File: src/rtl/onehot_pulse_dec_pkg.sv
// Shared types and widths for the sequenced 3-to-8 one-hot pulse decoder.
package onehot_dec_pkg;

  typedef enum logic [1:0] {
    IDLE  = 2'd0,
    DRIVE = 2'd1,
    GAP   = 2'd2
  } dec_state_t;

  localparam int CODE_W = 3;
  localparam int LINES  = 8;

endpackage

File: src/rtl/onehot_pulse_dec_if.sv
// Code input handshake and decoded-line outputs of the one-hot pulse decoder.
// Handshake: a code transfers on a rising edge where bin_valid && bin_ready; once
// bin_valid rises the source holds it and bin stable until that edge, and bin_ready
// never depends on bin_valid in the same cycle.
interface onehot_pulse_dec_if;
  import onehot_dec_pkg::*;

  logic [CODE_W-1:0] bin;
  logic              bin_valid;
  logic              bin_ready;
  logic [LINES-1:0]  out;
  logic              active;
  logic              done;
  dec_state_t        state;

  modport master (
    output bin, bin_valid,
    input  bin_ready, out, active, done, state
  );

  modport slave (
    input  bin, bin_valid,
    output bin_ready, out, active, done, state
  );

endinterface

File: src/rtl/onehot_pulse_dec_dec3to8.sv
// Combinational binary-to-one-hot decoder; every code maps to exactly one line.
module dec3to8
  import onehot_dec_pkg::*;
(
  input  logic [CODE_W-1:0] bin,
  output logic [LINES-1:0]  out
);

  always_comb begin
    out      = '0;
    out[bin] = 1'b1;
  end

endmodule

File: src/rtl/onehot_pulse_dec.sv
// Sequenced 3-to-8 decoder: drives the one-hot line of each accepted code for HOLD
// cycles, then forces GAP idle cycles; a one-entry holding register queues the next code.
module onehot_pulse_dec
  import onehot_dec_pkg::*;
#(
  parameter int HOLD = 4,
  parameter int GAP  = 1
) (
  input  logic               clk,
  input  logic               rst,
  onehot_pulse_dec_if.slave  bus
);

  localparam int MAXV  = (HOLD > GAP) ? HOLD : GAP;
  localparam int CNT_W = ($clog2(MAXV + 1) < 1) ? 1 : $clog2(MAXV + 1);
  localparam logic [CNT_W-1:0] HOLD_LD = CNT_W'(HOLD - 1);
  localparam logic [CNT_W-1:0] GAP_LD  = CNT_W'((GAP > 0) ? GAP - 1 : 0);

  dec_state_t        state, state_n;
  logic [CNT_W-1:0]  cnt, cnt_n;
  logic [CODE_W-1:0] act_code, act_n;
  logic [CODE_W-1:0] hold_code, hold_code_n;
  logic              hold_full, hold_full_n;
  logic              xfer;
  logic              end_gap;
  logic [LINES-1:0]  dec_out;

  always_ff @(posedge clk) begin
    if (rst) begin
      state     <= IDLE;
      cnt       <= '0;
      act_code  <= '0;
      hold_code <= '0;
      hold_full <= 1'b0;
    end else begin
      state     <= state_n;
      cnt       <= cnt_n;
      act_code  <= act_n;
      hold_code <= hold_code_n;
      hold_full <= hold_full_n;
    end
  end

  assign xfer = bus.bin_valid && !hold_full;

  always_comb begin
    state_n     = state;
    cnt_n       = cnt;
    act_n       = act_code;
    hold_code_n = hold_code;
    hold_full_n = hold_full;
    end_gap     = 1'b0;

    case (state)
      IDLE: begin
        if (xfer) begin
          act_n   = bus.bin;
          state_n = DRIVE;
          cnt_n   = HOLD_LD;
        end
      end
      DRIVE: begin
        if (cnt == '0) begin
          if (GAP > 0) begin
            state_n = onehot_dec_pkg::GAP;
            cnt_n   = GAP_LD;
          end else begin
            end_gap = 1'b1;
          end
        end else begin
          cnt_n = cnt - CNT_W'(1);
        end
      end
      onehot_dec_pkg::GAP: begin
        if (cnt == '0) end_gap = 1'b1;
        else           cnt_n   = cnt - CNT_W'(1);
      end
      default: begin
        state_n = IDLE;
        cnt_n   = '0;
      end
    endcase

    // A held code wins at end of gap; ready is low then, so no new code can collide.
    if (end_gap) begin
      if (hold_full) begin
        act_n       = hold_code;
        hold_full_n = 1'b0;
        state_n     = DRIVE;
        cnt_n       = HOLD_LD;
      end else if (xfer) begin
        act_n   = bus.bin;
        state_n = DRIVE;
        cnt_n   = HOLD_LD;
      end else begin
        state_n = IDLE;
      end
    end else if (xfer && state != IDLE) begin
      hold_code_n = bus.bin;
      hold_full_n = 1'b1;
    end
  end

  dec3to8 u_dec (
    .bin (act_code),
    .out (dec_out)
  );

  assign bus.bin_ready = !hold_full;
  assign bus.active    = (state == DRIVE);
  assign bus.out       = (state == DRIVE) ? dec_out : '0;
  assign bus.done      = (state == DRIVE) && (cnt == '0);
  assign bus.state     = state;

endmodule

File: src/flat_wrapper.sv
// flat-port wrapper written by rule: the top's interface ports become plain ports
module onehot_pulse_dec_flat import onehot_dec_pkg::*;
#(
  parameter int HOLD = 4,
  parameter int GAP  = 1
)
  (clk, rst, bus_bin, bus_bin_valid, bus_bin_ready, bus_out, bus_active, bus_done, bus_state);
  onehot_pulse_dec_if bus_i ();
  input  logic clk;
  input  logic rst;
  input wire logic [$bits(bus_i.bin)-1:0] bus_bin;
  input wire logic [$bits(bus_i.bin_valid)-1:0] bus_bin_valid;
  output wire logic [$bits(bus_i.bin_ready)-1:0] bus_bin_ready;
  output wire logic [$bits(bus_i.out)-1:0] bus_out;
  output wire logic [$bits(bus_i.active)-1:0] bus_active;
  output wire logic [$bits(bus_i.done)-1:0] bus_done;
  output wire logic [$bits(bus_i.state)-1:0] bus_state;
  assign bus_i.bin = bus_bin;
  assign bus_i.bin_valid = bus_bin_valid;
  assign bus_bin_ready = bus_i.bin_ready;
  assign bus_out = bus_i.out;
  assign bus_active = bus_i.active;
  assign bus_done = bus_i.done;
  assign bus_state = bus_i.state;
  onehot_pulse_dec #(.HOLD(HOLD), .GAP(GAP)) u_core (.clk(clk), .rst(rst), .bus(bus_i));
endmodule
File: config.mk
export PLATFORM = sky130hd
export DESIGN_NAME = onehot_pulse_dec_flat
export DESIGN_NICKNAME = d
export VERILOG_FILES = /design/src/rtl/onehot_pulse_dec_pkg.sv /design/src/rtl/onehot_pulse_dec_if.sv /design/src/rtl/onehot_pulse_dec_dec3to8.sv /design/src/rtl/onehot_pulse_dec.sv /design/src/flat_wrapper.sv
export SDC_FILE = /design/constraint.sdc
export NUM_CORES = 1
export LEC_CHECK = 0
export BUFFER_PORTS_ARGS = -buffer_cell sky130_fd_sc_hd__buf_4
export CORE_ASPECT_RATIO = 1.1
export CORE_UTILIZATION = 30
export DETAILED_ROUTE_END_ITERATION = 12
export GPL_TIMING_DRIVEN = 0
export MAX_ROUTING_LAYER = met4
export SYNTH_ARGS = -nofsm -noshare
export SYNTH_HDL_FRONTEND = slang
export SYNTH_SLANG_ARGS = --single-unit
File: constraint.sdc
create_clock -name clk -period 1.4 [get_ports clk]
set_input_delay 0.28 -clock clk [delete_from_list [all_inputs] [get_ports clk]]
set_output_delay 0.28 -clock clk [all_outputs]
set_load 0.05 [all_outputs]
# --- Word level (Yosys, flattened, before mapping) ---
# Index checks and enable logic that the tools add are counted.
classes:
  add_sub_neg: 1
  order_cmp: 2
  n_eq_ne: 5
  mux: 23
  bitwise_logic: 1
  n_reduce_logical: 11
ops:
  columns: ["cell", "count"]
  rows:
  - ["$mux W3", 11]
  - ["$pmux W3 S3", 1]
  - ["$mux W2", 4]
  - ["$mux W8", 1]
  - ["$ne A3 B1 Y1 const B", 2]
  - ["$pmux W2 S3", 1]
  - ["$logic_and A1 B1 Y1", 4]
  - ["$lt A3 B4 Y1 const B", 1]
  - ["$mux W1", 4]
  - ["$demux W1 S3", 1]
  - ["$ge A3 B1 Y1 const B", 1]
  - ["$logic_not A3 Y1", 1]
  - ["$reduce_and A3 Y1", 1]
  - ["$sub A3 B1 Y3 const B", 1]
  - ["$eq A2 B1 Y1 const B", 1]
  - ["$eq A2 B2 Y1 const B", 1]
  - ["$logic_not A2 Y1", 1]
  - ["$ne A2 B1 Y1 const B", 1]
  - ["$reduce_and A2 Y1", 1]
  - ["$reduce_bool A2 Y1", 1]
  - ["$reduce_or A2 Y1", 1]
  - ["$logic_not A1 Y1", 1]
  - ["$not A1 Y1", 1]
word_totals:
  register_bits: 12
  input_bits: 6
  output_inout_bits: 13
  wordCells: 48

# --- Depth between registers and ports, before layout ---
logic_depth:
  word_depth: 7
  depth_mapped: 8
  ltp_nobuf: 8

# --- Modules after synthesis ---
# Synthesis repeated with hierarchy kept, for this count alone.
hier_totals:
  cells_unflattened: 96
  area_unflattened_um2: 840.8
by_module_without_submodules:
  columns: ["module", "instances", "cells_each", "area_each_um2", "seq_area_each_um2"]
  rows:
  - ["onehot_pulse_dec", 1, 88, 775.7, 240.2]
  - ["dec3to8", 1, 8, 65.1, 0.0]

# --- Least setup slack after synthesis ---
# No wires, ideal clock.
synth_timing:
  path_type: "register to output"
  from: "reg u_core.state[1] (netlist: u_core.bus.state[1])"
  to: "out bus_out[1]"
  arrival_time_ps: 2524
  t_required_ps: 1120
  path_slack_ps: -1404
  stages_incl_launch_ff: 6
  path_buffers: 1
  path_cell_list: "dfxtp_1 buf_6 nand2b_1 inv_1 nand2_1 nor3_1"
synth_between:
  elab_chain_len: 2
synth_lines:
  columns: ["element", "line_no", "rtl"]
  rows:
  - ["start, declared", "onehot_pulse_dec.sv:19", "dec_state_t state, state_n;"]
  - ["start signal, assigned", "onehot_pulse_dec.sv:36", "state <= state_n;"]
  - ["$eq A2 B1 Y1", null, null]
  - ["named net bus_active", "flat_wrapper.sv:15", "output wire logic [$bits(bus_i.active)-1:0] bus_active;"]
  - ["$mux W8", "onehot_pulse_dec.sv:111", "assign bus.out = (state == DRIVE) ? dec_out : '0;"]
  - ["end, declared", "flat_wrapper.sv:14", "output wire logic [$bits(bus_i.out)-1:0] bus_out;"]
# The timed path passes the listed nets, and every way through them passes these cells.

# --- Final worst setup path ---
layout_timing:
  from: "reg u_core.cnt[0]"
  to: "out bus_done"
layout_between:
  elab_chain_len: 2
layout_lines:
  columns: ["element", "line_no", "rtl"]
  rows:
  - ["start, declared", "onehot_pulse_dec.sv:20", "logic [CNT_W-1:0] cnt, cnt_n;"]
  - ["start signal, assigned", "onehot_pulse_dec.sv:37", "cnt <= cnt_n;"]
  - ["$logic_not A3 Y1", "onehot_pulse_dec.sv:112", "assign bus.done = (state == DRIVE) && (cnt == '0);"]
  - ["$logic_and A1 B1 Y1", "onehot_pulse_dec.sv:112", null]
  - ["end, declared", "flat_wrapper.sv:16", "output wire logic [$bits(bus_i.done)-1:0] bus_done;"]
# No other way between the ends.

==> out/metrics.cfg <==
[synthesis]
synthSimpleGateAreaFrac_pct = 30.77
synth_adder_area_share_pct = 4.710
avgSynthCellArea_um2 = 7.891
netlist_area_um2 = 797.0
synth-xor-area-share_pct = 0
synthArstFlopShare_pct = 0
synth_top_family_by_area = simple AND/OR/NAND/NOR gates
synth_edf_count = 0
synth-main-ff-cell = dfxtp_1
yosysSeqAreaShare_pct = 30.14
ys_types = 31
yosysWarnings = 0
syn_nets = 110
synth_compound_area_share_pct = 16.17
ys_seq_elements = 12
netlist_instances = 101
synthMuxAreaShare_pct = 10.99

[global_route]
grt_max_degree = 11
antenna_found_initial = 0
grt_usage_pct = 18.62
grt_overflow_total = 0
grt_pass1_wl_mm = 3.912
first_global_vias = 828

[clock_tree]
clk_latency_ns = 0.28
clock_path_buffers = 2
clockRootBuffer = clkbuf_4
cts_hold_buf = 0
clock_sinks = 12
clk_pin_slew_ns = 0.08
htree_levels = 1
cts_inserted_buffers = 3
cts_tree = yes

[run_status]
status = finished, violations left
violations = setup timing

[worst_setup_path]
cp-endpoint = bus_done
startpoint = u_core.cnt[0]
reg2reg_slack_ns = -0.21
rr_startpoint = u_core.cnt[0]
slowest_stage = dfxtp_2
r2r_end = u_core.cnt[0]
crit_fanout = 4
start_kind = register
critPathArrivalTime_ns = 1.36
cp_slowest_stage_delay_ns = 0.33
critPathRequiredTime_ns = 1.12
path_cells = inv_2 -> ha_4 -> nor2b_4 -> inv_4 -> nor2_4 -> buf_6
worst_path_dominant_cell_family = flip-flops
endpoint_kind = output port
r2r_cells = 9
path_depth = 6
path_buf_inv = 3
worstSetupPathType = register to output port

[sta]
clock.fmax_ghz = 0.6100
slew_headroom_pct = 66.95
post-route-min-period_ns = 1.639
rsz0062_at_grt = yes
skew_ns = 0.001186
fin_hold_ws_ns = 0.2774
fin_ws_ns = -0.2392
finalHoldViolations = 0
fin_crit_sh_pct = 117.1
final_max_slew_viol_count = 0
setup_tns_ns = -2.559
worstMarginPinSlew_ns = 0.4957
setup_viol = 21

[final_layout]
final_cell_mix = 20 x buf_4, 13 x buf_6, 7 x nand2b_1
layout.nets = 151
final_common_cell = buf_4
area_delta_synth_final_pct = 86.34
drive_gt1_share_pct = 65.25
diodes = 0

[power]
switchingPower_uw = 912.2
netSwitchingFraction_pct = 42.71
p_seq_share_pct = 23.8
vdd_drop_max_uv = 915.0
power_density_nw_per_um2 = 1438
combPwrFrac_pct = 62.7
intPower_uw = 1224
totalPowerFinal_uw = 2136
p_clk_share_pct = 13.5
leakage_uw = 0.0005768

[die]
start_util_pct = 31.63
fp.dieH_um = 56.06
dieArea_um2 = 2867
fp.dieW_um = 51.15
core_um2 = 2520
io-pin-count = 19
rows = 19

[flow_run]
drv_cap = 0

[hold_path]
hp-class = input port to register

[place]
gp_congestion = 0.8267
hpwl_mm = 1.490
io_buffers = 18

[detailed_routing]
first_pass_iters = 4
ant_nets = 0
post_drt_wl_per_cell_um = 14.80
wl_mm = 2.546
vias_per_cell = 5.151
num_vias = 886
first_iter_violations = 14
drc = 0

==> area by class of cell <==
type                    count  area [um2]
well taps                  31       38.79
flip-flops and latches     12       260.3
multi-input cells          78       729.5
fillers                   214        1035
plain buffers               3       20.02
inverters                   7       35.03
repair buffers             37       365.4
clock buffers               4       36.28
==> Yosys cell counts, drive strengths merged, types with 2 or more instances <==
| library cell | n | area, um2 |
|---|---|---|
| nand2b | 9 | 56.30 |
| ha | 3 | 37.54 |
| nor3 | 10 | 50.05 |
| mux2 | 3 | 37.53 |
| a31oi | 2 | 12.51 |
| dfxtp | 12 | 240.2 |
| o211ai | 2 | 15.01 |
| nand2 | 7 | 26.28 |
| nand3 | 2 | 10.01 |
| a21oi | 6 | 30.03 |
| nor2 | 11 | 41.29 |
| mux2i | 5 | 50.05 |
| o21ai | 5 | 25.02 |
| nor2b | 4 | 35.03 |
| inv | 7 | 26.27 |
| buf | 3 | 27.52 |
==> how the worst min path moves through the flow <==
stage	startpoint	endpoint	slack, ns	cells after the start
finish	bus_bin[1]	u_core.hold_code[1]	0.28	3
global route	bus_bin[0]	u_core.hold_code[0]	0.28	3
CTS	bus_bin[1]	u_core.hold_code[1]	0.28	3
detailed placement	u_core.hold_code[1]	u_core.hold_code[1]	0.47	2
global placement	u_core.hold_code[1]	u_core.hold_code[1]	0.46	2
floorplan	bus_bin[0]	u_core.hold_code[0]	0.43	2
==> worst reg2reg max path: stages, from the launching register on <==
cell     delay [ns]
dfxtp_2        0.33
inv_2          0.08
ha_4           0.14
nor2b_4        0.21
inv_4          0.07
buf_12         0.14
ha_4           0.26
nor2_2         0.03
a21oi_2        0.13
a31oi_1        0.10
==> stage by stage <==
step	setup slack, ns	std cells	area (um2)	utilization, %
finish	-0.2392	172	1485	58.94
global route	-0.2995	172	1485	58.94
CTS	-0.2296	167	1391	55.21
detailed placement	-0.1636	150	1061	42.11
global placement	-0.1386	150	1061	42.11
floorplan	-0.4538	101	887.1	-
==> timing repair <==
action | 4_1_cts | 5_1_grt
gates resized for setup | 54 | 14
endpoints found under the setup margin | 20 | 22
hold endpoints to repair | 0 | 0
buffers inserted | 14 | 5
pin swaps | 17 | 8
==> power groups by stage <==
stage	combinational, uW	clock [uW]	sequential, uW
after CTS	1150	288	505
after global routing	1420	310	519
after global placement	738	0	484
final	1340	289	508
after detailed placement	747	0	487
after floorplan	559	0	507
==> cell families (layout without fill, tap and decap cells) <==
kind of cell,after synthesis,in the layout
buffers and inverters,11,51
multiplexers,8,8
AND/OR/NAND/NOR,47,47
AO/OA/AOI/OAI,20,20
flip-flops,12,12
adder cells (fa/ha/maj),3,3
==> per-layer routing <==
layer	wire length (um)	up-vias	track usage, %
met5	0	-	-
met4	42	0	8.333
met3	90	5	1.639
met2	1359	25	31.58
met1	1054	420	21.80
li1	-	436	-
(Power assumes the default switching activity.)
